===== config.mk =====
export PLATFORM = sky130hd
export DESIGN_NAME = cpu_control_flat
export DESIGN_NICKNAME = d
export VERILOG_FILES = /design/src/rtl/cpu_control_pkg.sv /design/src/rtl/cpu_control_if.sv /design/src/rtl/cpu_control_store_mask.sv /design/src/rtl/cpu_control.sv /design/src/flat_wrapper.sv
export SDC_FILE = /design/constraint.sdc
export NUM_CORES = 1
export LEC_CHECK = 0
export BUFFER_PORTS_ARGS = -buffer_cell sky130_fd_sc_hd__clkbuf_2
export CAP_MARGIN = 20
export CORE_AREA = 4 4 50 52
export CTS_CLUSTER_SIZE = 8
export DETAILED_ROUTE_END_ITERATION = 6
export DIE_AREA = 0 0 54 56
export PLACE_DENSITY = 0.79
export SLEW_MARGIN = 20
export SYNTH_ARGS = -nofsm -noshare
export SYNTH_HDL_FRONTEND = slang
export SYNTH_SLANG_ARGS = --single-unit

===== constraint.sdc =====
create_clock -name clk -period 3.16 [get_ports clk]
set_clock_uncertainty 0.15 [all_clocks]
set_input_delay 0 -clock clk [delete_from_list [all_inputs] [get_ports clk]]
set_output_delay 0 -clock clk [all_outputs]
set_load 0.02 [all_outputs]

===== src/rtl/cpu_control_pkg.sv =====
// cpu_control_pkg: RV32I opcode/funct encodings, datapath select enums and control FSM state codes
package cpu_control_pkg;

    typedef enum logic [6:0] {
        op_lui   = 7'b0110111,
        op_auipc = 7'b0010111,
        op_jal   = 7'b1101111,
        op_jalr  = 7'b1100111,
        op_br    = 7'b1100011,
        op_load  = 7'b0000011,
        op_store = 7'b0100011,
        op_imm   = 7'b0010011,
        op_reg   = 7'b0110011
    } rv32i_opcode;

    typedef enum logic [2:0] {
        alu_add, alu_sll, alu_sra, alu_sub, alu_xor, alu_srl, alu_or, alu_and
    } alu_ops;

    typedef enum logic [2:0] {
        beq = 3'd0, bne = 3'd1, blt = 3'd4, bge = 3'd5, bltu = 3'd6, bgeu = 3'd7
    } branch_funct3_t;

    typedef enum logic [2:0] {
        f3_add = 3'd0, f3_sll = 3'd1, f3_slt = 3'd2, f3_sltu = 3'd3,
        f3_xor = 3'd4, f3_sr = 3'd5, f3_or = 3'd6, f3_and = 3'd7
    } arith_funct3_t;

    typedef enum logic [2:0] {
        lb = 3'd0, lh = 3'd1, lw = 3'd2, lbu = 3'd4, lhu = 3'd5
    } load_funct3_t;

    typedef enum logic [2:0] {
        sb = 3'd0, sh = 3'd1, sw = 3'd2
    } store_funct3_t;

    typedef enum logic [1:0] {
        pcmux_pc_plus4, pcmux_alu_out, pcmux_alu_mod2
    } pcmux_sel_t;

    typedef enum logic [2:0] {
        alumux2_i_imm, alumux2_u_imm, alumux2_b_imm, alumux2_s_imm, alumux2_rs2, alumux2_j_imm
    } alumux2_sel_t;

    typedef enum logic [2:0] {
        rfmux_alu_out, rfmux_br_en, rfmux_u_imm, rfmux_mdr, rfmux_pc_plus4
    } regfilemux_sel_t;

    typedef enum logic {
        marmux_pc, marmux_alu
    } marmux_sel_t;

    // Control FSM state codes, kept as plain constants so older tools can consume them
    typedef logic [3:0] ctrl_state_t;
    localparam ctrl_state_t S_FETCH1    = 4'd0;
    localparam ctrl_state_t S_FETCH2    = 4'd1;
    localparam ctrl_state_t S_FETCH3    = 4'd2;
    localparam ctrl_state_t S_DECODE    = 4'd3;
    localparam ctrl_state_t S_IMM       = 4'd4;
    localparam ctrl_state_t S_REG       = 4'd5;
    localparam ctrl_state_t S_LUI       = 4'd6;
    localparam ctrl_state_t S_AUIPC     = 4'd7;
    localparam ctrl_state_t S_BR        = 4'd8;
    localparam ctrl_state_t S_JAL       = 4'd9;
    localparam ctrl_state_t S_JALR      = 4'd10;
    localparam ctrl_state_t S_CALC_ADDR = 4'd11;
    localparam ctrl_state_t S_LD1       = 4'd12;
    localparam ctrl_state_t S_LD2       = 4'd13;
    localparam ctrl_state_t S_ST1       = 4'd14;
    localparam ctrl_state_t S_HALT      = 4'd15;

    // ALU op for op-imm / op-reg: funct7[5] selects sra on shifts, and sub only for register adds
    function automatic alu_ops alu_op_of(logic [2:0] f3, logic alt, logic is_reg);
        return (f3 == f3_sr && alt) ? alu_sra :
               (f3 == f3_add && alt && is_reg) ? alu_sub : alu_ops'(f3);
    endfunction

endpackage


===== src/rtl/cpu_control_if.sv =====
// cpu_control_if: control <-> datapath/memory bundle; master is the control FSM side
interface cpu_control_if
    import cpu_control_pkg::*;
();
    logic [6:0]      opcode;
    logic [2:0]      funct3;
    logic [6:0]      funct7;
    logic            br_en;
    logic [1:0]      mem_addr_lo;
    logic            mem_resp;
    pcmux_sel_t      pcmux_sel;
    logic            alumux1_sel;
    alumux2_sel_t    alumux2_sel;
    regfilemux_sel_t regfilemux_sel;
    marmux_sel_t     marmux_sel;
    logic            cmpmux_sel;
    logic [2:0]      mdrmux_sel;
    logic [1:0]      mem_data_out_sel;
    alu_ops          aluop;
    logic [2:0]      cmpop;
    logic            load_pc;
    logic            load_ir;
    logic            load_regfile;
    logic            load_mar;
    logic            load_mdr;
    logic            load_data_out;
    logic            mem_read;
    logic            mem_write;
    logic [3:0]      mem_byte_enable;

    modport master (
        input  opcode, funct3, funct7, br_en, mem_addr_lo, mem_resp,
        output pcmux_sel, alumux1_sel, alumux2_sel, regfilemux_sel, marmux_sel, cmpmux_sel,
               mdrmux_sel, mem_data_out_sel, aluop, cmpop,
               load_pc, load_ir, load_regfile, load_mar, load_mdr, load_data_out,
               mem_read, mem_write, mem_byte_enable
    );

    modport slave (
        output opcode, funct3, funct7, br_en, mem_addr_lo, mem_resp,
        input  pcmux_sel, alumux1_sel, alumux2_sel, regfilemux_sel, marmux_sel, cmpmux_sel,
               mdrmux_sel, mem_data_out_sel, aluop, cmpop,
               load_pc, load_ir, load_regfile, load_mar, load_mdr, load_data_out,
               mem_read, mem_write, mem_byte_enable
    );
endinterface


===== src/rtl/cpu_control_store_mask.sv =====
// cpu_control_store_mask: byte-lane enables for sb/sh/sw from funct3 and the MAR low bits
module cpu_control_store_mask
    import cpu_control_pkg::*;
(
    input  logic [2:0] funct3_i,
    input  logic [1:0] mem_addr_lo_i,
    output logic [3:0] mem_byte_enable_o
);
    // Misaligned halves shift lanes off the top; the address is used as-is, no trap
    always_comb begin
        mem_byte_enable_o = (funct3_i == sb) ? 4'b0001 << mem_addr_lo_i :
                            (funct3_i == sh) ? 4'b0011 << mem_addr_lo_i : 4'hF;
    end
endmodule


===== src/rtl/cpu_control.sv =====
// cpu_control: multicycle RV32I control FSM driving datapath selects, register loads and the shared memory port
module cpu_control
    import cpu_control_pkg::*;
#(
    parameter bit HALT_ON_ILLEGAL = 1'b0
) (
    input logic            clk,
    input logic            rst,
    cpu_control_if.master  bus
);
    ctrl_state_t state_q, state_d;
    logic [3:0]  st_mask;
    logic        is_slt;

    cpu_control_store_mask u_mask (
        .funct3_i          (bus.funct3),
        .mem_addr_lo_i     (bus.mem_addr_lo),
        .mem_byte_enable_o (st_mask)
    );

    assign is_slt = bus.funct3 == f3_slt || bus.funct3 == f3_sltu;

    // Next state and all control outputs; reset holds everything at defaults
    always_comb begin
        state_d              = state_q;
        bus.pcmux_sel        = pcmux_pc_plus4;
        bus.alumux1_sel      = 1'b0;
        bus.alumux2_sel      = alumux2_i_imm;
        bus.regfilemux_sel   = rfmux_alu_out;
        bus.marmux_sel       = marmux_pc;
        bus.cmpmux_sel       = 1'b0;
        bus.mdrmux_sel       = lw;
        bus.mem_data_out_sel = 2'd0;
        bus.aluop            = alu_add;
        bus.cmpop            = beq;
        bus.load_pc          = 1'b0;
        bus.load_ir          = 1'b0;
        bus.load_regfile     = 1'b0;
        bus.load_mar         = 1'b0;
        bus.load_mdr         = 1'b0;
        bus.load_data_out    = 1'b0;
        bus.mem_read         = 1'b0;
        bus.mem_write        = 1'b0;
        bus.mem_byte_enable  = 4'hF;
        if (rst) begin
            state_d = S_FETCH1;
        end else begin
            case (state_q)
                S_FETCH1: begin
                    bus.load_mar = 1'b1;
                    state_d      = S_FETCH2;
                end
                S_FETCH2: begin
                    bus.mem_read = 1'b1;
                    bus.load_mdr = bus.mem_resp;
                    state_d      = bus.mem_resp ? S_FETCH3 : S_FETCH2;
                end
                S_FETCH3: begin
                    bus.load_ir = 1'b1;
                    state_d     = S_DECODE;
                end
                S_DECODE: begin
                    case (bus.opcode)
                        op_imm:   state_d = S_IMM;
                        op_reg:   state_d = S_REG;
                        op_lui:   state_d = S_LUI;
                        op_auipc: state_d = S_AUIPC;
                        op_br:    state_d = S_BR;
                        op_jal:   state_d = S_JAL;
                        op_jalr:  state_d = S_JALR;
                        op_load,
                        op_store: state_d = S_CALC_ADDR;
                        default: begin
                            bus.load_pc = !HALT_ON_ILLEGAL;
                            state_d     = HALT_ON_ILLEGAL ? S_HALT : S_FETCH1;
                        end
                    endcase
                end
                S_IMM, S_REG: begin
                    bus.alumux2_sel    = (state_q == S_REG) ? alumux2_rs2 : alumux2_i_imm;
                    bus.cmpmux_sel     = state_q == S_IMM;
                    bus.cmpop          = (bus.funct3 == f3_slt) ? blt : bltu;
                    bus.regfilemux_sel = is_slt ? rfmux_br_en : rfmux_alu_out;
                    bus.aluop          = alu_op_of(bus.funct3, bus.funct7[5], state_q == S_REG);
                    bus.load_regfile   = 1'b1;
                    bus.load_pc        = 1'b1;
                    state_d            = S_FETCH1;
                end
                S_LUI: begin
                    bus.regfilemux_sel = rfmux_u_imm;
                    bus.load_regfile   = 1'b1;
                    bus.load_pc        = 1'b1;
                    state_d            = S_FETCH1;
                end
                S_AUIPC: begin
                    bus.alumux1_sel  = 1'b1;
                    bus.alumux2_sel  = alumux2_u_imm;
                    bus.load_regfile = 1'b1;
                    bus.load_pc      = 1'b1;
                    state_d          = S_FETCH1;
                end
                S_BR: begin
                    bus.cmpop       = bus.funct3;
                    bus.alumux1_sel = 1'b1;
                    bus.alumux2_sel = alumux2_b_imm;
                    bus.pcmux_sel   = bus.br_en ? pcmux_alu_out : pcmux_pc_plus4;
                    bus.load_pc     = 1'b1;
                    state_d         = S_FETCH1;
                end
                S_JAL, S_JALR: begin
                    bus.alumux1_sel    = state_q == S_JAL;
                    bus.alumux2_sel    = (state_q == S_JAL) ? alumux2_j_imm : alumux2_i_imm;
                    bus.pcmux_sel      = (state_q == S_JAL) ? pcmux_alu_out : pcmux_alu_mod2;
                    bus.regfilemux_sel = rfmux_pc_plus4;
                    bus.load_regfile   = 1'b1;
                    bus.load_pc        = 1'b1;
                    state_d            = S_FETCH1;
                end
                S_CALC_ADDR: begin
                    bus.alumux2_sel      = (bus.opcode == op_store) ? alumux2_s_imm : alumux2_i_imm;
                    bus.marmux_sel       = marmux_alu;
                    bus.load_mar         = 1'b1;
                    bus.load_data_out    = bus.opcode == op_store;
                    bus.mem_data_out_sel = (bus.opcode == op_store) ? bus.funct3[1:0] : 2'd0;
                    state_d              = (bus.opcode == op_store) ? S_ST1 : S_LD1;
                end
                S_LD1: begin
                    bus.mem_read = 1'b1;
                    bus.load_mdr = bus.mem_resp;
                    state_d      = bus.mem_resp ? S_LD2 : S_LD1;
                end
                S_LD2: begin
                    bus.mdrmux_sel     = bus.funct3;
                    bus.regfilemux_sel = rfmux_mdr;
                    bus.load_regfile   = 1'b1;
                    bus.load_pc        = 1'b1;
                    state_d            = S_FETCH1;
                end
                S_ST1: begin
                    bus.mem_write       = 1'b1;
                    bus.mem_byte_enable = st_mask;
                    bus.load_pc         = bus.mem_resp;
                    state_d             = bus.mem_resp ? S_FETCH1 : S_ST1;
                end
                S_HALT: state_d = S_HALT;
                default: state_d = S_FETCH1;
            endcase
        end
    end

    // State register with synchronous reset to FETCH1
    always_ff @(posedge clk) begin
        if (rst) state_q <= S_FETCH1;
        else     state_q <= state_d;
    end
endmodule


===== src/flat_wrapper.sv =====
// flat-port wrapper written by rule: the top's interface ports become plain ports
module cpu_control_flat import cpu_control_pkg::*;
#(
    parameter bit HALT_ON_ILLEGAL = 1'b0
)
  (clk, rst, bus_opcode, bus_funct3, bus_funct7, bus_br_en, bus_mem_addr_lo, bus_mem_resp, bus_pcmux_sel, bus_alumux1_sel, bus_alumux2_sel, bus_regfilemux_sel, bus_marmux_sel, bus_cmpmux_sel, bus_mdrmux_sel, bus_mem_data_out_sel, bus_aluop, bus_cmpop, bus_load_pc, bus_load_ir, bus_load_regfile, bus_load_mar, bus_load_mdr, bus_load_data_out, bus_mem_read, bus_mem_write, bus_mem_byte_enable);
  cpu_control_if bus_i ();
  input logic clk;
  input logic rst;
  input wire logic [$bits(bus_i.opcode)-1:0] bus_opcode;
  input wire logic [$bits(bus_i.funct3)-1:0] bus_funct3;
  input wire logic [$bits(bus_i.funct7)-1:0] bus_funct7;
  input wire logic [$bits(bus_i.br_en)-1:0] bus_br_en;
  input wire logic [$bits(bus_i.mem_addr_lo)-1:0] bus_mem_addr_lo;
  input wire logic [$bits(bus_i.mem_resp)-1:0] bus_mem_resp;
  output wire logic [$bits(bus_i.pcmux_sel)-1:0] bus_pcmux_sel;
  output wire logic [$bits(bus_i.alumux1_sel)-1:0] bus_alumux1_sel;
  output wire logic [$bits(bus_i.alumux2_sel)-1:0] bus_alumux2_sel;
  output wire logic [$bits(bus_i.regfilemux_sel)-1:0] bus_regfilemux_sel;
  output wire logic [$bits(bus_i.marmux_sel)-1:0] bus_marmux_sel;
  output wire logic [$bits(bus_i.cmpmux_sel)-1:0] bus_cmpmux_sel;
  output wire logic [$bits(bus_i.mdrmux_sel)-1:0] bus_mdrmux_sel;
  output wire logic [$bits(bus_i.mem_data_out_sel)-1:0] bus_mem_data_out_sel;
  output wire logic [$bits(bus_i.aluop)-1:0] bus_aluop;
  output wire logic [$bits(bus_i.cmpop)-1:0] bus_cmpop;
  output wire logic [$bits(bus_i.load_pc)-1:0] bus_load_pc;
  output wire logic [$bits(bus_i.load_ir)-1:0] bus_load_ir;
  output wire logic [$bits(bus_i.load_regfile)-1:0] bus_load_regfile;
  output wire logic [$bits(bus_i.load_mar)-1:0] bus_load_mar;
  output wire logic [$bits(bus_i.load_mdr)-1:0] bus_load_mdr;
  output wire logic [$bits(bus_i.load_data_out)-1:0] bus_load_data_out;
  output wire logic [$bits(bus_i.mem_read)-1:0] bus_mem_read;
  output wire logic [$bits(bus_i.mem_write)-1:0] bus_mem_write;
  output wire logic [$bits(bus_i.mem_byte_enable)-1:0] bus_mem_byte_enable;
  assign bus_i.opcode = bus_opcode;
  assign bus_i.funct3 = bus_funct3;
  assign bus_i.funct7 = bus_funct7;
  assign bus_i.br_en = bus_br_en;
  assign bus_i.mem_addr_lo = bus_mem_addr_lo;
  assign bus_i.mem_resp = bus_mem_resp;
  assign bus_pcmux_sel = bus_i.pcmux_sel;
  assign bus_alumux1_sel = bus_i.alumux1_sel;
  assign bus_alumux2_sel = bus_i.alumux2_sel;
  assign bus_regfilemux_sel = bus_i.regfilemux_sel;
  assign bus_marmux_sel = bus_i.marmux_sel;
  assign bus_cmpmux_sel = bus_i.cmpmux_sel;
  assign bus_mdrmux_sel = bus_i.mdrmux_sel;
  assign bus_mem_data_out_sel = bus_i.mem_data_out_sel;
  assign bus_aluop = bus_i.aluop;
  assign bus_cmpop = bus_i.cmpop;
  assign bus_load_pc = bus_i.load_pc;
  assign bus_load_ir = bus_i.load_ir;
  assign bus_load_regfile = bus_i.load_regfile;
  assign bus_load_mar = bus_i.load_mar;
  assign bus_load_mdr = bus_i.load_mdr;
  assign bus_load_data_out = bus_i.load_data_out;
  assign bus_mem_read = bus_i.mem_read;
  assign bus_mem_write = bus_i.mem_write;
  assign bus_mem_byte_enable = bus_i.mem_byte_enable;
  cpu_control #(.HALT_ON_ILLEGAL(HALT_ON_ILLEGAL)) u_core (.clk(clk), .rst(rst), .bus(bus_i));
endmodule

Word-level counts from Yosys, hierarchy flattened. Index checks and enable logic that the tools add are counted.

Register bits after elaboration: 4. Output and inout bits: 34. Word-level logic and storage cells: 103.

Equal/unequal tests: 28. Shift operators: 2. Mux-type cells: 57. Reduce and logical (&&, ||, !) cells: 15.

Operators with widths (count): $pmux 4 s9 (1); $mux 3 (11); $eq 4x4->1 const B (8); $pmux 4 s8 (1); $mux 1 (24); $eq 7x6->1 const B (3); $eq 7x7->1 const B (3); $mux 4 (5); $mux 2 (9); $eq 4x3->1 const B (4); $pmux 3 s5 (1); $eq 7x5->1 const B (2); $pmux 3 s4 (1); $reduce_or 2->1 (6); $reduce_or 9->1 (1); $eq 4x2->1 const B (2); $reduce_or 8->1 (1); $eq 7x2->1 const B (1); $reduce_or 7->1 (1); $eq 3x2->1 const B (2); $pmux 3 s2 (1); $eq 4x1->1 const B (1); $logic_not 4->1 (1); $pmux 2 s2 (1); other kinds (9) (11).

Logic depth before layout (Yosys ltp). Gate-level depths: netlist of run 1.

Depth in word-level cells: 7. Mapped depth: 6. Depth with buffers taken out: 4.

By module. From an unflattened synthesis of run 1, not the netlist that was laid out.

Cell total of the unflattened synthesis: 149. Area, all modules: 940.9 µm².

By module, submodules not included: cpu_control (times used 1, cells an instance 134, area an instance 830.8 µm²); cpu_control_store_mask (times used 1, cells an instance 15, area an instance 110.1 µm²).

Least setup slack after synthesis of run 1. No wires, ideal clock.

Path kind: reg2out. From: reg u_core.state_q[2]. To: out bus_load_mdr. Data arrival time: 1.747 ns. Slack: 1.263 ns. Stages on the path, launching flop included: 6. Path buffers: 1. Cell sequence: dfxtp_1 > or2_1 > clkbuf_1 > mux2_2 > nor3_1 > and2_1.

Cells in the longest elaborated chain, start to end: 4. Elaborated cells between the ends (all ways): 5. Classes of those cells: 2 x eq/ne; 2 x mux; 1 x reduce/logical.

RTL lines: start: declaration (line cpu_control.sv:11) `ctrl_state_t state_q, state_d;`; start signal: assignment (line cpu_control.sv:154) `else state_q <= state_d;`; $eq 4x1->1 or $eq 4x4->1 (tied branches) (line cpu_control.sv:48) `case (state_q)`; $reduce_or 2->1 (no source line) *; $mux 1 * (line cpu_control.sv:48); $mux 1 * (line cpu_control.sv:45) `if (rst) begin`; end: declaration (line flat_wrapper.sv:30) `output wire logic [$bits(bus_i.load_mdr)-1:0] bus_load_mdr;`.

Every way passes the cells marked *; elsewhere a longest branch is shown, timed or not.

Worst setup path after layout of run 1.
From: reg u_core.state_q[1]. To: out bus_mem_byte_enable[2].

Cells in the longest elaborated chain, start to end: 3.

RTL lines: $eq 4x4->1 (line cpu_control.sv:48); $mux 4 (line cpu_control.sv:48); $mux 4 (line cpu_control.sv:45); end: declaration (line flat_wrapper.sv:34) `output wire logic [$bits(bus_i.mem_byte_enable)-1:0] bus_mem_byte_enable;`.

Every way passes these cells.

==> flow_metrics.py, run 1 <==
metrics = {
    "timing": {
        "worst_pin_slew_ns": 0.479,
        "hold_viol_final": 0,
        "period_share": 0.647,
        "slew_viol_final": 0,
        "min_period_ns": 2.04,
        "tns_ns": 0,
        "setup_viol": 0,
        "slew_headroom": 0.680,
        "worst_slack_ns": 1.12,
        "grt_setup_unrepaired": "no",
        "fmax_ghz": 0.489,
    },
    "layout": {
        "syn_to_final_growth_pct": 32.8,
        "largest-register": "u_core.state_q",
        "multi_input_area_um2": 736,
        "nets": 214,
        "ff_latch_area_um2": 80.1,
        "drive_gt1_frac": 0.319,
        "reg_top3": "u_core.state_q: 4 flops",
        "antennaDiodeCount": 0,
        "largest_register_ffs": 4,
        "fill_cells": 219,
    },
    "place": {
        "place.gp.congestion": 0.873,
        "place_ws_ns": 1.36,
        "hpwl_um": 2260,
        "io_buffers": 50,
    },
    "worst_setup_path": {
        "cp_slowest_cell": "dfxtp_1",
        "path_buf_inv": 1,
        "reg2reg_from": "u_core.state_q[1]",
        "crit_fanout": 17,
        "crit_family": "simple AND/OR/NAND/NOR gates",
        "slowest_delay_ns": 0.61,
        "criticalPathCategory": "reg -> out",
        "rr_endpoint": "u_core.state_q[3]",
        "worst-path-stages": 5,
        "rr_worst_depth": 3,
        "worstPathArrival_ns": 1.89,
        "r2r_slack_ns": 1.38,
        "required_ns": 3.01,
        "cp-startpoint": "u_core.state_q[1]",
        "crit_chain": "nand2b_1 -> nor3_1 -> nor3b_2 -> nand2_1 -> clkbuf_2",
        "startpoint_type": "flop",
        "crit_path_end_kind": "primary output",
    },
    "min_path": {
        "hold_start": "bus_opcode[1]",
        "hold_class": "in -> reg",
        "min_to": "u_core.state_q[3]",
        "hold_depth": 4,
    },
    "synth": {
        "synth_common_cells": "nor2_1 (15), nand2_1 (14), nand2b_1 (9), a21oi_1 (8), nor3_1 (8)",
        "postSynthNetCount": 167,
        "synth_compound_area_frac": 0.280,
        "post-synth-top-count-cell": "nor2_1",
        "synth-xor-area-share": 0,
        "muxShareOfSynthArea": 0.0480,
        "synth_edf_count": 0,
        "ys_types": 45,
        "synth_top_family_by_area": "simple AND/OR/NAND/NOR gates",
        "yosys.area.top_type": "dfxtp_1",
        "avgSynthCellArea_um2": 6.33,
        "yosysTopAreaCellShare": 0.0904,
        "syn_inst": 140,
        "syn-cell-area_um2": 886,
        "synth-seq-cells": 4,
        "yosys.area_share.simple": 0.446,
        "ys_seq_area_frac": 0.0904,
        "yosys-top-cells-area": "dfxtp_1 (9.0%), nand2b_1 (6.4%), nor2_1 (6.4%)",
        "ys.flop_type": "dfxtp_1",
        "yosysWarnings": 0,
        "yosys.area_share.adder": 0.0565,
        "async_flop_share": 0,
    },
    "job": {
        "cap_violations": 0,
    },
    "global_route": {
        "antenna_found_initial": 0,
        "globalRoute.totalOverflow": 0,
        "grt_max_degree": 18,
        "grt_pass1_vias": 1129,
        "grt_usage": 0.193,
        "grt_pass1_wl_um": 4650,
    },
    "clock_tree": {
        "cts_resized": 0,
        "cts-buffers-inserted": 3,
        "clk_latency_ns": 0.23,
        "cts_root_buf": "clkbuf_4",
        "path_clk_slew_ns": 0.04,
        "cts_tree": "built",
        "clk_path_buf_depth": 2,
        "htreeDepth": 1,
        "clock-sinks": 4,
    },
    "drt": {
        "via_count": 1197,
        "drc": 0,
        "drt_wl_total_um": 2870,
        "ant_nets": 0,
        "first_pass_iters": 4,
        "drt-vias-per-instance": 5.62,
        "wl_per_cell_um": 13.5,
        "drtIter0Drc": 27,
    },
    "die": {
        "die_x_um": 54,
        "io_pins": 57,
        "dieArea_um2": 3020,
        "placementRows": 17,
        "die_h_um": 56,
        "core_um2": 2110,
        "start_util": 0.421,
    },
    "pwr": {
        "seqPwrFrac": 0.301,
        "leakage_nw": 0.547,
        "max-vdd-ir-drop_uv": 101,
        "combPwrFrac": 0.363,
        "power.share.clock": 0.335,
        "sw_frac_of_total": 0.352,
        "powerDensity_nw_per_um2": 160,
        "p_sw_w": 0.0000663,
        "p_int_w": 0.000122,
    },
    "run_status": {
        "status": "finished, final reports clean",
    },
}
## per-stage QoR
| stage | total power [W] | hold WS, ns | area [µm²] | util | std cells |
|---|---|---|---|---|---|
| finish | 0.000188 | 0.0243 | 1180 | 0.559 | 213 |
| global route | 0.000204 | 0.0535 | 1180 | 0.559 | 213 |
| CTS | 0.000192 | 0.00769 | 1180 | 0.559 | 213 |
| global placement | 0.000119 | 0.193 | 1120 | 0.534 | 207 |
| floorplan | 0.0000974 | -0.0153 | 886 | - | 140 |
| detailed placement | 0.000122 | 0.209 | 1120 | 0.534 | 207 |
## worst min-delay path, cell delays in order
cell and delay, ns:
clkbuf_2 0.11, nand2_1 0.08, or4_1 0.11, a21oi_1 0.05
## power groups by stage
stage,Clock [W],Sequential (W),Combinational [W]
after floorplan,0,0.0000537,0.0000436
after global placement,0,0.0000574,0.0000614
after detailed placement,0,0.0000573,0.0000647
after CTS,0.0000671,0.0000566,0.0000679
after global routing,0.0000722,0.0000570,0.0000752
final,0.0000632,0.0000567,0.0000685
## worst max-delay path by stage
stage	to
final	bus_mem_byte_enable[2]
after global routing	bus_mem_byte_enable[3]
after CTS	bus_mem_byte_enable[3]
after detailed placement	bus_mem_byte_enable[3]
after global placement	u_core.state_q[3]
after floorplan	bus_load_mdr
## per-layer routing
metal,GRT usage,part of all wire,vias to the layer above
li1,-,-,594
met1,0.254,0.42,529
met2,0.311,0.46,68
met3,0.0214,0.10,6
met4,0.0712,0.015,0
met5,0,0,-
## cells by family after synthesis
group,count (synthesis)
compound gates,36
flops,4
fa+ha+maj,4
mux,4
simple gates,75
buf+inv,17
## final cells by class
cell class | instances | area share
Inverter | 6 | 0.0191
Sequential cell | 4 | 0.0681
Timing Repair Buffer | 53 | 0.238
Clock buffer | 3 | 0.0191
Tap cell | 28 | 0.0298
Multi-Input combinational cell | 119 | 0.626
## cells in the final DEF (no fill, tap or decap), drive strengths merged, types with 2 or more instances in the layout
cell	instances
inv	6
o21ai	5
nand3	3
o22ai	2
nand2b	9
a21oi	8
a31oi	2
and2	6
o21bai	2
nor2b	4
dfxtp	4
or2	5
clkbuf	53
a41oi	2
nand2	14
mux2	2
ha	4
o211ai	2
dlygate4sd3	3
nor3	8
a211oi	2
mux2i	2
nand4	4
nor2	15
## timing repair
| item | in CTS | in global routing |
|---|---|---|
| hold buffers | 3 | 0 |
| endpoints found under the hold margin | 3 | 0 |
| setup buffers | 0 | 0 |
(Power assumes the default switching activity.)
==> run 2, diff against run 1 <==
--- a/config.mk
+++ b/config.mk
@@ -7,11 +7,11 @@
 export LEC_CHECK = 0
 export BUFFER_PORTS_ARGS = -buffer_cell sky130_fd_sc_hd__clkbuf_2
 export CAP_MARGIN = 20
-export CORE_AREA = 4 4 50 52
+export CORE_AREA = 4 4 54 56
 export CTS_CLUSTER_SIZE = 8
 export DETAILED_ROUTE_END_ITERATION = 6
-export DIE_AREA = 0 0 54 56
-export PLACE_DENSITY = 0.79
+export DIE_AREA = 0 0 58 60
+export PLACE_DENSITY = 0.71
 export SLEW_MARGIN = 20
 export SYNTH_ARGS = -nofsm -noshare
 export SYNTH_HDL_FRONTEND = slang
==> constraint.sdc (replaced) <==
create_clock -name clk -period 1.7 [get_ports clk]
set_clock_uncertainty 0.15 [all_clocks]
set_input_delay 0 -clock clk [delete_from_list [all_inputs] [get_ports clk]]
set_output_delay 0 -clock clk [all_outputs]
set_load 0.02 [all_outputs]
==> run 2 against run 1 <==
The run now ends with setup timing left. Design area is 26% higher. Sequential cell count stayed put. Critical path depth unchanged.
==> flow_metrics.py, run 2 (synthesis gave the netlist of run 1 again) <==
metrics = {
    "min_path": {
        "hold_class": "in -> reg",
    },
    "clock_tree": {
        "clock-sinks": 4,
        "clk_path_buf_depth": 2,
        "htreeDepth": 1,
        "cts_tree": "built",
        "cts-buffers-inserted": 3,
        "cts_root_buf": "clkbuf_4",
        "path_clk_slew_ns": 0.04,
        "clk_latency_ns": 0.25,
    },
    "worst_setup_path": {
        "criticalPathCategory": "reg -> out",
        "worstPathArrival_ns": 1.57,
        "slowest_delay_ns": 0.36,
        "r2r_slack_ns": 0.01,
        "crit_family": "compound AO/OA/AOI/OAI gates",
        "crit_chain": "or2_4 -> nor2_1 -> o211ai_1 -> a41oi_1 -> buf_2",
        "crit_path_end_kind": "primary output",
        "required_ns": 1.55,
        "startpoint_type": "flop",
        "crit_fanout": 6,
        "cp_slowest_cell": "dfxtp_4",
        "path_buf_inv": 1,
    },
    "timing": {
        "period_share": 1.01,
        "slew_headroom": 0.731,
        "setup_viol": 1,
        "tns_ns": -0.0241,
        "worst_slack_ns": -0.0241,
        "hold_viol_final": 0,
        "min_period_ns": 1.72,
        "fmax_ghz": 0.580,
        "slew_viol_final": 0,
        "grt_setup_unrepaired": "yes",
        "worst_pin_slew_ns": 0.400,
    },
    "die": {
        "start_util": 0.364,
        "die_x_um": 58,
        "die_h_um": 60,
        "io_pins": 57,
        "dieArea_um2": 3480,
        "core_um2": 2430,
        "placementRows": 18,
    },
    "layout": {
        "final_common_cell": "clkbuf_2",
        "syn_to_final_growth_pct": 67.7,
        "final_cell_mix": "clkbuf_2 (43), buf_4 (18), nor2_1 (13)",
        "reg_top3": "u_core.state_q: 4 flops",
        "largest-register": "u_core.state_q",
        "antennaDiodeCount": 0,
        "drive_gt1_frac": 0.490,
        "largest_register_ffs": 4,
        "nets": 233,
    },
    "drt": {
        "via_count": 1289,
        "ant_nets": 0,
        "wl_per_cell_um": 14.5,
        "drt_wl_total_um": 3390,
        "drc": 0,
        "drt-vias-per-instance": 5.51,
        "first_pass_iters": 4,
        "drtIter0Drc": 46,
    },
    "place": {
        "hpwl_um": 2470,
        "place_ws_ns": 0.0691,
        "io_buffers": 50,
        "place.gp.congestion": 0.916,
    },
    "pwr": {
        "combPwrFrac": 0.414,
        "powerDensity_nw_per_um2": 260,
        "max-vdd-ir-drop_uv": 206,
        "seqPwrFrac": 0.260,
        "power.share.clock": 0.326,
        "sw_frac_of_total": 0.377,
        "p_int_w": 0.000241,
        "p_sw_w": 0.000146,
        "leakage_nw": 0.699,
    },
    "job": {
        "cap_violations": 0,
    },
    "global_route": {
        "antenna_found_initial": 0,
        "globalRoute.totalOverflow": 0,
        "grt_max_degree": 13,
        "grt_pass1_wl_um": 5460,
        "grt_usage": 0.201,
        "grt_pass1_vias": 1247,
    },
    "run_status": {
        "status": "finished, violations left",
        "violations": "setup timing",
    },
}
-- run 2: timing repair --
| item | in CTS | in global routing |
|---|---|---|
| setup buffers | 4 | 3 |
| hold buffers | 4 | 0 |
| endpoints found under the hold margin | 3 | 0 |
| pin swaps | 3 | 3 |
| endpoints found under the setup margin | 27 | 26 |
| resized for setup | 20 | 30 |
-- run 2: power by group through the flow --
stage / registers (W) / logic, W / clock network, W
detailed placement: 0.000104 / 0.000134 / 0
global placement: 0.000104 / 0.000130 / 0
global route: 0.000101 / 0.000176 / 0.000132
CTS: 0.0000986 / 0.000145 / 0.000124
floorplan: 0.0000999 / 0.0000828 / 0
finish: 0.000100 / 0.000160 / 0.000126
-- run 2: stage by stage --
step	total power, W	utilization	cells	hold WS [ns]	area (µm²)
after global routing	0.000409	0.611	234	0.0144	1490
final	0.000387	0.611	234	0.0191	1490
after CTS	0.000368	0.565	231	0.00590	1370
after global placement	0.000234	0.504	220	0.196	1230
after floorplan	0.000183	-	140	-0.0598	903
after detailed placement	0.000238	0.504	220	0.209	1230
-- run 2: worst min-delay path: stages --
cell      delay (ns)
clkbuf_2        0.11
nand2_1         0.09
or4_1           0.11
a21oi_1         0.06
-- run 2: area by class of cell --
type | count | area, µm²
tap | 30 | 37.5
fill | 213 | 947
sequential | 4 | 95.1
clock buffer | 3 | 22.5
timing repair buffer | 72 | 448
inverter | 6 | 22.5
multi-input combinational | 119 | 860
-- run 2: metal layers --
layer / vias to the layer above / global-route usage / part of all wire
met2: 60 / 0.368 / 0.51
met4: 0 / 0.0927 / 0.014
met5: - / 0 / 0
li1: 634 / - / -
met3: 4 / 0.0281 / 0.066
met1: 591 / 0.228 / 0.41
-- run 2: path summary, 6_finish.rpt --
path,start,endpoint,depth (start not counted)
setup reg to reg,u_core.state_q[1],u_core.state_q[2],4
setup / recovery,u_core.state_q[3],bus_load_pc,5
hold / removal,bus_opcode[0],u_core.state_q[3],4
hold reg to reg,u_core.state_q[0],u_core.state_q[1],2
==> run 3, diff against run 2 <==
--- a/config.mk
+++ b/config.mk
@@ -7,11 +7,11 @@
 export LEC_CHECK = 0
 export BUFFER_PORTS_ARGS = -buffer_cell sky130_fd_sc_hd__clkbuf_2
 export CAP_MARGIN = 20
-export CORE_AREA = 4 4 54 56
+export CORE_AREA = 4 4 50 52
 export CTS_CLUSTER_SIZE = 8
 export DETAILED_ROUTE_END_ITERATION = 6
-export DIE_AREA = 0 0 58 60
-export PLACE_DENSITY = 0.71
+export DIE_AREA = 0 0 54 56
+export PLACE_DENSITY = 0.79
 export SLEW_MARGIN = 20
 export SYNTH_ARGS = -nofsm -noshare
 export SYNTH_HDL_FRONTEND = slang
==> constraint.sdc (replaced) <==
create_clock -name clk -period 2.1 [get_ports clk]
set_clock_uncertainty 0.15 [all_clocks]
set_input_delay 0 -clock clk [delete_from_list [all_inputs] [get_ports clk]]
set_output_delay 0 -clock clk [all_outputs]
set_load 0.02 [all_outputs]
==> run 3 against run 2 <==
The flow now finishes without violations. Design area fell by 20%. Setup slack gained 0.23 ns. First-iteration DRC count down 22%. Register-to-register slack better by 0.45 ns. Non-clock buffer count down 18. Largest power group unchanged.
==> flow_metrics.py, run 3 (synthesis gave the netlist of run 1 again) <==
metrics = {
    "run_status": {
        "status": "finished, final reports clean",
    },
    "pwr": {
        "sw_frac_of_total": 0.348,
        "power.share.clock": 0.333,
        "p_sw_w": 0.0000989,
        "max-vdd-ir-drop_uv": 187,
        "powerDensity_nw_per_um2": 239,
        "seqPwrFrac": 0.300,
        "leakage_nw": 0.553,
        "p_int_w": 0.000185,
        "combPwrFrac": 0.367,
    },
    "place": {
        "io_buffers": 50,
        "hpwl_um": 2270,
        "place_ws_ns": 0.351,
        "place.gp.congestion": 0.908,
    },
    "drt": {
        "drt-vias-per-instance": 5.55,
        "drtIter0Drc": 36,
        "drt_wl_total_um": 2890,
        "drc": 0,
        "via_count": 1188,
        "wl_per_cell_um": 13.5,
        "ant_nets": 0,
        "first_pass_iters": 4,
    },
    "clock_tree": {
        "clk_latency_ns": 0.23,
        "clock-sinks": 4,
        "path_clk_slew_ns": 0.04,
        "cts_tree": "built",
        "cts-buffers-inserted": 3,
        "postCtsSetupBuffers": 0,
        "clk_path_buf_depth": 2,
        "cts_root_buf": "clkbuf_4",
        "htreeDepth": 1,
    },
    "layout": {
        "antennaDiodeCount": 0,
        "final_cell_mix": "clkbuf_2 (50), nor2_1 (15), nand2_1 (14)",
        "nets": 215,
        "final_common_cell": "clkbuf_2",
        "drive_gt1_frac": 0.339,
        "largest-register": "u_core.state_q",
        "largest_register_ffs": 4,
        "reg_top3": "u_core.state_q: 4 flops",
        "syn_to_final_growth_pct": 34.0,
    },
    "worst_setup_path": {
        "required_ns": 1.95,
        "worstPathArrival_ns": 1.75,
        "reg2reg_from": "u_core.state_q[1]",
        "rr_endpoint": "u_core.state_q[1]",
        "timing.critical_path.to": "bus_mem_byte_enable[3]",
        "crit_path_end_kind": "primary output",
        "criticalPathCategory": "reg -> out",
        "r2r_slack_ns": 0.46,
        "startpoint_type": "flop",
        "cp-startpoint": "u_core.state_q[1]",
        "crit_fanout": 9,
        "rr_worst_depth": 4,
    },
    "timing": {
        "worst_pin_slew_ns": 0.359,
        "period_share": 0.904,
        "tns_ns": 0,
        "worst_slack_ns": 0.202,
        "min_period_ns": 1.90,
        "hold_viol_final": 0,
        "slew_headroom": 0.759,
        "fmax_ghz": 0.527,
        "setup_viol": 0,
        "slew_viol_final": 0,
        "grt_setup_unrepaired": "no",
    },
    "global_route": {
        "grt_pass1_vias": 1100,
        "globalRoute.totalOverflow": 0,
        "grt_pass1_wl_um": 4720,
        "antenna_found_initial": 0,
        "grt_usage": 0.195,
        "grt_max_degree": 18,
    },
    "min_path": {
        "hold_class": "in -> reg",
    },
    "die": {
        "die_h_um": 56,
        "placementRows": 17,
        "core_um2": 2110,
        "die_x_um": 54,
        "dieArea_um2": 3020,
        "start_util": 0.421,
        "io_pins": 57,
    },
    "job": {
        "cap_violations": 0,
    },
}
## run 3: per-layer routing
| layer | vias to the layer above | part of all wire | track usage |
|---|---|---|---|
| met1 | 528 | 0.43 | 0.265 |
| met2 | 58 | 0.47 | 0.306 |
| met3 | 2 | 0.096 | 0.0349 |
| met4 | 0 | 0.0049 | 0.0534 |
| met5 | - | 0 | 0 |
| li1 | 600 | - | - |
## run 3: layout make-up
class,count,area (µm²)
clock buffers,3,22.5
inverters,6,22.5
multi-input cells,119,736
repair buffers,54,288
well taps,28,35.0
flip-flops and latches,4,83.8
fillers,200,918
## run 3: through the flow
stage | total power, W | area, µm² | instances | hold slack, ns | utilization
after floorplan | 0.000147 | 886 | 140 | -0.0153 | -
after global placement | 0.000180 | 1130 | 208 | 0.193 | 0.537
after detailed placement | 0.000185 | 1130 | 208 | 0.205 | 0.537
after CTS | 0.000284 | 1180 | 214 | 0.0464 | 0.562
after global routing | 0.000308 | 1190 | 214 | 0.0890 | 0.564
final | 0.000284 | 1190 | 214 | 0.0381 | 0.564
## run 3: power groups by stage
stage / clock, W / sequential, W / combinational, W
after global routing: 0.000106 / 0.0000856 / 0.000116
after CTS: 0.0000953 / 0.0000847 / 0.000104
after floorplan: 0 / 0.0000809 / 0.0000657
after detailed placement: 0 / 0.0000858 / 0.0000989
after global placement: 0 / 0.0000855 / 0.0000944
final: 0.0000945 / 0.0000852 / 0.000104
## run 3: timing repair
action,in CTS,in global routing
gates resized for setup,0,4
hold buffers,3,0
endpoints found under the hold margin,3,0
endpoints found under the setup margin,0,10
## run 3: worst min path at each step
stage	start	to	slack, ns	cells past startpoint
2_1_floorplan	bus_funct3[2]	bus_aluop[0]	-0.02	1
3_3_place_gp	bus_br_en	bus_pcmux_sel[0]	0.19	4
3_5_place_dp	bus_opcode[4]	u_core.state_q[2]	0.20	3
4_1_cts	bus_opcode[1]	u_core.state_q[3]	0.05	4
5_1_grt	bus_opcode[2]	u_core.state_q[1]	0.09	3
6_report	bus_opcode[1]	u_core.state_q[3]	0.04	4
## run 3: worst max-delay path: stages, from the launching register on
cell and delay (ns):
dfxtp_1 0.49, nand2b_1 0.20, nor3_1 0.24, nor3b_2 0.31, nand3_1 0.11, clkbuf_2 0.17
